<file path="config.mk">
export PLATFORM = sky130hd
export DESIGN_NAME = conv_output_collector
export DESIGN_NICKNAME = d
export VERILOG_FILES = /design/src/rtl/conv_output_collector.sv
export SDC_FILE = /design/constraint.sdc
export NUM_CORES = 1
export LEC_CHECK = 0
export BUFFER_PORTS_ARGS = -buffer_cell sky130_fd_sc_hd__buf_2
export CORE_MARGIN = 1.5
export CORE_UTILIZATION = 55
export DETAILED_ROUTE_END_ITERATION = 8
export PLACE_DENSITY_LB_ADDON = 0.05
export SETUP_SLACK_MARGIN = 0.05
export SLEW_MARGIN = 20
export SYNTH_ARGS = -nofsm -noshare
export SYNTH_HDL_FRONTEND = slang
export SYNTH_SLANG_ARGS = --single-unit
</file>
<file path="constraint.sdc">
create_clock -name clock -period 3.5 [get_ports clock]
set_input_delay 0.7 -clock clock [delete_from_list [all_inputs] [get_ports clock]]
set_output_delay 0.7 -clock clock [all_outputs]
set_load 0.05 [all_outputs]
</file>
<file path="src/rtl/conv_output_collector.sv">
// conv_output_collector: sink side of a convolution layer.
// This block tracks where the current window sits in the frame. It drops sums
// that come from partially filled windows. It requantizes each valid sum to a
// signed 8-bit value and queues it in a first-word-fall-through FIFO. The FIFO
// is read out as a valid/ready stream, and the last output of a frame is marked.
// Optional feature macro: CONV_OUT_RELU_EN. When it is defined, negative results
// are clamped to zero before saturation.
module conv_output_collector #(
  parameter int IMG_WIDTH    = 8,
  parameter int IMG_HEIGHT   = 8,
  parameter int KERNEL_SIZE  = 3,
  parameter int PIPE_LATENCY = 4,
  parameter int SHIFT        = 8,
  parameter int FIFO_DEPTH   = 16
) (
  input  logic        clock,
  input  logic        reset,
  input  logic        pixel_shift,
  input  logic [31:0] conv_sum,
  output logic [7:0]  out_pixel,
  output logic        out_valid,
  input  logic        out_ready,
  output logic        out_last,
  output logic        overflow
);

  localparam int CW = (IMG_WIDTH  > 1) ? $clog2(IMG_WIDTH)  : 1;
  localparam int RW = (IMG_HEIGHT > 1) ? $clog2(IMG_HEIGHT) : 1;
  localparam int AW = $clog2(FIFO_DEPTH);

  localparam logic [CW-1:0] COL_MAX   = CW'(IMG_WIDTH - 1);
  localparam logic [RW-1:0] ROW_MAX   = RW'(IMG_HEIGHT - 1);
  localparam logic [CW-1:0] COL_START = CW'(KERNEL_SIZE - 1);
  localparam logic [RW-1:0] ROW_START = RW'(KERNEL_SIZE - 1);
  localparam logic [AW:0]   FIFO_FULL_COUNT = (AW+1)'(FIFO_DEPTH);

  // Rounding constant: half of one output LSB, or zero when there is no shift.
  localparam logic [32:0]   RND_U = (33'd1 << SHIFT) >> 1;

  // Window position
  logic [CW-1:0] col_q, col_d;
  logic [RW-1:0] row_q, row_d;
  logic          win_valid, win_last;

  // Tag delay line that lines the window tag up with its sum
  logic [PIPE_LATENCY-1:0] dly_valid_q;
  logic [PIPE_LATENCY-1:0] dly_last_q;

  // Requantization stage
  logic signed [32:0] sum_ext, sum_rnd, sum_shr, sum_clip;
  logic        [7:0]  rq_pix_d;
  logic        [7:0]  rq_pix_q;
  logic               rq_valid_q, rq_last_q;

  // Output FIFO
  logic [8:0]    mem_q [FIFO_DEPTH];
  logic [AW-1:0] wr_ptr_q, wr_ptr_d, rd_ptr_q, rd_ptr_d;
  logic [AW:0]   count_q, count_d;
  logic          fifo_full, fifo_empty, do_read, do_write;
  logic          overflow_q, overflow_d;

  // Advance the column/row counters on every pixel shift, wrapping at frame edges
  always_comb begin
    col_d = col_q;
    row_d = row_q;
    if (pixel_shift) begin
      if (col_q == COL_MAX) begin
        col_d = '0;
        if (row_q == ROW_MAX) row_d = '0;
        else                  row_d = row_q + RW'(1);
      end else begin
        col_d = col_q + CW'(1);
      end
    end
  end

  // A window is complete once both the column and the row have filled the kernel
  always_comb begin
    win_valid = pixel_shift && (col_q >= COL_START) && (row_q >= ROW_START);
    win_last  = win_valid && (col_q == COL_MAX) && (row_q == ROW_MAX);
  end

  // Position registers
  always_ff @(posedge clock or posedge reset) begin
    if (reset) begin
      col_q <= '0;
      row_q <= '0;
    end else begin
      col_q <= col_d;
      row_q <= row_d;
    end
  end

  // Delay the {valid,last} tag so it reaches the end at the same time as its conv_sum
  always_ff @(posedge clock or posedge reset) begin
    if (reset) begin
      dly_valid_q <= '0;
      dly_last_q  <= '0;
    end else begin
      dly_valid_q[0] <= win_valid;
      dly_last_q[0]  <= win_last;
      for (int i = 1; i < PIPE_LATENCY; i++) begin
        dly_valid_q[i] <= dly_valid_q[i-1];
        dly_last_q[i]  <= dly_last_q[i-1];
      end
    end
  end

  // Round, arithmetic shift, optional ReLU, then saturate to signed 8 bit
  always_comb begin
    sum_ext = {conv_sum[31], conv_sum};
    sum_rnd = sum_ext + $signed(RND_U);
    sum_shr = sum_rnd >>> SHIFT;
    sum_clip = sum_shr;
`ifdef CONV_OUT_RELU_EN
    if (sum_shr < 33'sd0) sum_clip = 33'sd0;
`else
    sum_clip = sum_shr;
`endif
    if (sum_clip > 33'sd127)       rq_pix_d = 8'h7F;
    else if (sum_clip < -33'sd128) rq_pix_d = 8'h80;
    else                           rq_pix_d = sum_clip[7:0];
  end

  // Register the requantized result together with its delayed tag
  always_ff @(posedge clock or posedge reset) begin
    if (reset) begin
      rq_valid_q <= 1'b0;
      rq_last_q  <= 1'b0;
      rq_pix_q   <= '0;
    end else begin
      rq_valid_q <= dly_valid_q[PIPE_LATENCY-1];
      rq_last_q  <= dly_last_q[PIPE_LATENCY-1];
      rq_pix_q   <= rq_pix_d;
    end
  end

  // FIFO control: a read in the same cycle makes room for a write into a full FIFO
  always_comb begin
    fifo_full  = (count_q == FIFO_FULL_COUNT);
    fifo_empty = (count_q == '0);
    do_read    = !fifo_empty && out_ready;
    do_write   = rq_valid_q && (!fifo_full || do_read);
    wr_ptr_d   = do_write ? wr_ptr_q + AW'(1) : wr_ptr_q;
    rd_ptr_d   = do_read  ? rd_ptr_q + AW'(1) : rd_ptr_q;
    count_d    = count_q;
    if (do_write && !do_read)      count_d = count_q + (AW+1)'(1);
    else if (!do_write && do_read) count_d = count_q - (AW+1)'(1);
    overflow_d = overflow_q || (rq_valid_q && fifo_full && !do_read);
  end

  // FIFO pointers, occupancy and sticky overflow flag
  always_ff @(posedge clock or posedge reset) begin
    if (reset) begin
      wr_ptr_q   <= '0;
      rd_ptr_q   <= '0;
      count_q    <= '0;
      overflow_q <= 1'b0;
    end else begin
      wr_ptr_q   <= wr_ptr_d;
      rd_ptr_q   <= rd_ptr_d;
      count_q    <= count_d;
      overflow_q <= overflow_d;
    end
  end

  // FIFO storage has no reset, because the occupancy count decides what is visible
  always_ff @(posedge clock) begin
    if (do_write) mem_q[wr_ptr_q] <= {rq_last_q, rq_pix_q};
  end

  // The head entry falls through to the outputs. While the FIFO is empty the outputs are forced to zero
  always_comb begin
    out_valid = !fifo_empty;
    out_pixel = fifo_empty ? 8'h00 : mem_q[rd_ptr_q][7:0];
    out_last  = !fifo_empty && mem_q[rd_ptr_q][8];
    overflow  = overflow_q;
  end

endmodule

</file>
==> out/metrics.cfg <==
[run_status]
outcome=finished, final reports clean

[clock_network]
cts_buffers=17
cts_buffer_depth=2
path_clk_slew_ns=0.06
clkLatencyLatePin_ns=0.43
cts_tree=built
post_cts_resize_count=0
numClockSinks=182
h-tree-depth=4
cts_hold_buffers=0
postCtsSetupRepairBufs=0
root_buffer=clkbuf_16

[sta]
relSlewSlack_pct=53.18
grt_setup_unrepaired=no
finalSetupViolations=0
period_share_pct=94.27
final_hold_viol_count=0
finalWorstPathRequiredPeriod_ns=3.300
worst_clock_skew_ns=0.01323
fmax_mhz=303.1
tns_ns=0
tightest_slew_ns=0.7023
timing.hold.ws_ns=0.2990
maxSlewViolCount=0

[grt]
antenna_found_initial=0
grt_pass1_wl_um=23680
track_usage_pct=22.02
grt_overflow_total=0
grt_max_degree=40
grt_pass1_vias=4308

[synthesis]
yosys.cell_types.count=59
ys_seq_area_share_pct=66.00
synth_top_family_by_area=multiplexers
synth_compound_area_share_pct=5.902
synthesis.area_sq_mm=0.007993
synth_simple_gate_area_share_pct=8.281
ys_ff_latch=182
syn-num-nets=529
synth_mux_area_share_pct=13.09
synth-xor-area-share_pct=1.972
netlist_instances=476
synth.top_cell.area_share_pct=54.10
syn_avg_cell_area_sq_um=16.79
synth_ff_type=edfxtp_1
synth_top_cell_by_area=edfxtp_1
synth_enable_flop_cells=144
yosys_warnings=0
yosys-top-cells-area=edfxtp_1 54%, mux4_2 13%, dfrtp_1 12%
synth_fa_ha_area_share_pct=2.755
synth_async_sr_flop_share_pct=20.88

[critical_path]
critical_path_arrival_ns=2.60
path_class=flip-flop to output port
reg2reg_depth=12
startpoint_type=flip-flop
r2r_slack_ns=0.56
path_max_fanout=39
cp-end-kind=output port
worstPathRequired_ns=2.80

[job]
cap_violations=0

[floorplanning]
start_util_pct=56.92
dieArea_sq_mm=0.01526
rows=43
design.core.area_sq_mm=0.01404
io_pins=47
dieHeight_um=123.6
die_x_um=123.6

[finish]
antenna_cells=0
nets=572
syn_to_final_growth_pct=12.30
layout-drive-gt1-share_pct=25.19
n_fill_cell=1008
fin_cells=712

[detailed_routing]
drc=0
drt_iter0_drc=380
via_per_inst=5.923
wl_per_cell_um=20.94
routed_wirelength_um=14910
first_pass_iters=5
vias=4217
drtAntennaViolNets=0

[power_and_ir_drop]
p_leak_nw=3.160
ir_drop_uv=466.7
p_per_area_mw_per_mm2=765.1

[placement]
place_hpwl_um=9709
dp_cells=680
place.port_buffers=39
place_congestion=0.8976

[hold_path]
hp-class=primary input to asynchronous set/reset pin

==> placed cells by master (no fill, tap or decap), drive strengths merged, types with 2 or more instances in the layout <==
master and instances:
a211oi 10, nor4b 2, and4 4, and2 27
nand3 9, clkbuf 19, nor3 5, a2111oi 2
and3 5, o21bai 2, a31oi 2, bufinv 3
mux2 2, xor2 5, edfxtp 144, nor4 3
mux4 45, nand2b 3, nand2 22, xnor2 13
nor3b 2, o31ai 3, nand4 14, dfrtp 38
inv 16, a21o 3, o21ai 7, a311oi 3
ha 16, a21oi 18, or4 2, clkinv 9
buf 44, nor2 11
==> worst paths after layout <==
path	from	to
max in group asynchronous	reset	rd_ptr_q[0]$_DFFE_PP0N_
setup reg to reg	count_q[1]$_DFFE_PP0P_	count_q[4]$_DFFE_PP0P_
min in group clock	dly_valid_q[0]$_DFF_PP0_	dly_valid_q[1]$_DFF_PP0_
setup / recovery	rd_ptr_q[0]$_DFFE_PP0N_	out_pixel[2]
hold reg to reg	dly_valid_q[0]$_DFF_PP0_	dly_valid_q[1]$_DFF_PP0_
hold / removal	reset	col_q[1]$_DFFE_PP0P_
==> layer usage <==
| layer | track usage (%) | share of wire, % | vias up |
|---|---|---|---|
| met5 | 0 | 0 | - |
| met4 | 8.118 | 0.92 | 0 |
| met3 | 4.751 | 4.5 | 9 |
| met2 | 35.73 | 52 | 98 |
| met1 | 29.65 | 42 | 2129 |
| li1 | - | - | 1981 |
==> worst max-delay path: stages, from the launching register on <==
cell	delay [ns]
dfrtp_2	0.37
buf_12	0.30
mux4_2	0.57
mux4_2	0.53
and2_1	0.18
buf_2	0.20
==> sequential cells by signal, summed over array words and instances (netlist names) <==
register     count
col_q            3
count_q          5
dly_last_q       4
dly_valid_q      4
mem_q          144
overflow         1
rd_ptr_q         4
row_q            3
rq_last_q        1
rq_pix_q         8
rq_valid_q       1
wr_ptr_q         4
==> area by class of cell <==
class                           count  area, sq um  share of cell area, %
Clock inverter                     13        156.4                  1.742
Timing Repair Buffer               44        257.7                  2.871
Sequential cell                   182         5276                  58.78
Inverter                           16        60.06                 0.6691
Clock buffer                       19        442.9                  4.934
Tap cell                          180        225.2                  2.509
Multi-Input combinational cell    258         2557                  28.49
==> where the power goes <==
| part | internal (mW) | switching (mW) | total (mW) |
|---|---|---|---|
| Clock | 1.14 | 0.770 | 1.91 |
| Sequential | 2.58 | 0.177 | 2.75 |
| Combinational | 0.954 | 1.25 | 2.21 |
| Total | 4.67 | 2.20 | 6.87 |
==> per-stage QoR <==
step | cell area, sq um | utilization, % | setup slack (ns) | total power, mW
floorplan | 7993 | - | 0.5556 | 4.466
global placement | 8377 | 59.65 | 0.5839 | 4.999
detailed placement | 8377 | 59.65 | 0.5574 | 5.046
CTS | 8976 | 63.92 | 0.1369 | 6.966
global route | 8976 | 63.92 | 0.09044 | 7.234
finish | 8976 | 63.92 | 0.2005 | 6.868
==> logic make-up (layout without fill, tap and decap cells) <==
| family | count (synthesis) | after routing |
|---|---|---|
| AOI/OAI and AO/OA | 61 | 61 |
| and+or+nand+nor | 114 | 114 |
| adders and majority gates | 17 | 17 |
| buffers and inverters | 36 | 92 |
| xor gates and xnor gates | 18 | 18 |
| muxes | 48 | 48 |
| DFF | 182 | 182 |
==> Yosys cell counts, drive strengths merged, types with 4 or more instances <==
master    n
nand3     9
nor3      5
buf      10
o21ai     7
xor2      5
and4      4
a21oi    18
a211oi   10
nor2     11
xnor2    13
ha       16
inv      15
and3      5
nand4    14
nand2    22
and2     27
mux4     45
clkbuf   10
dfrtp    38
edfxtp  144
Power figures use the tool's default switching activity.
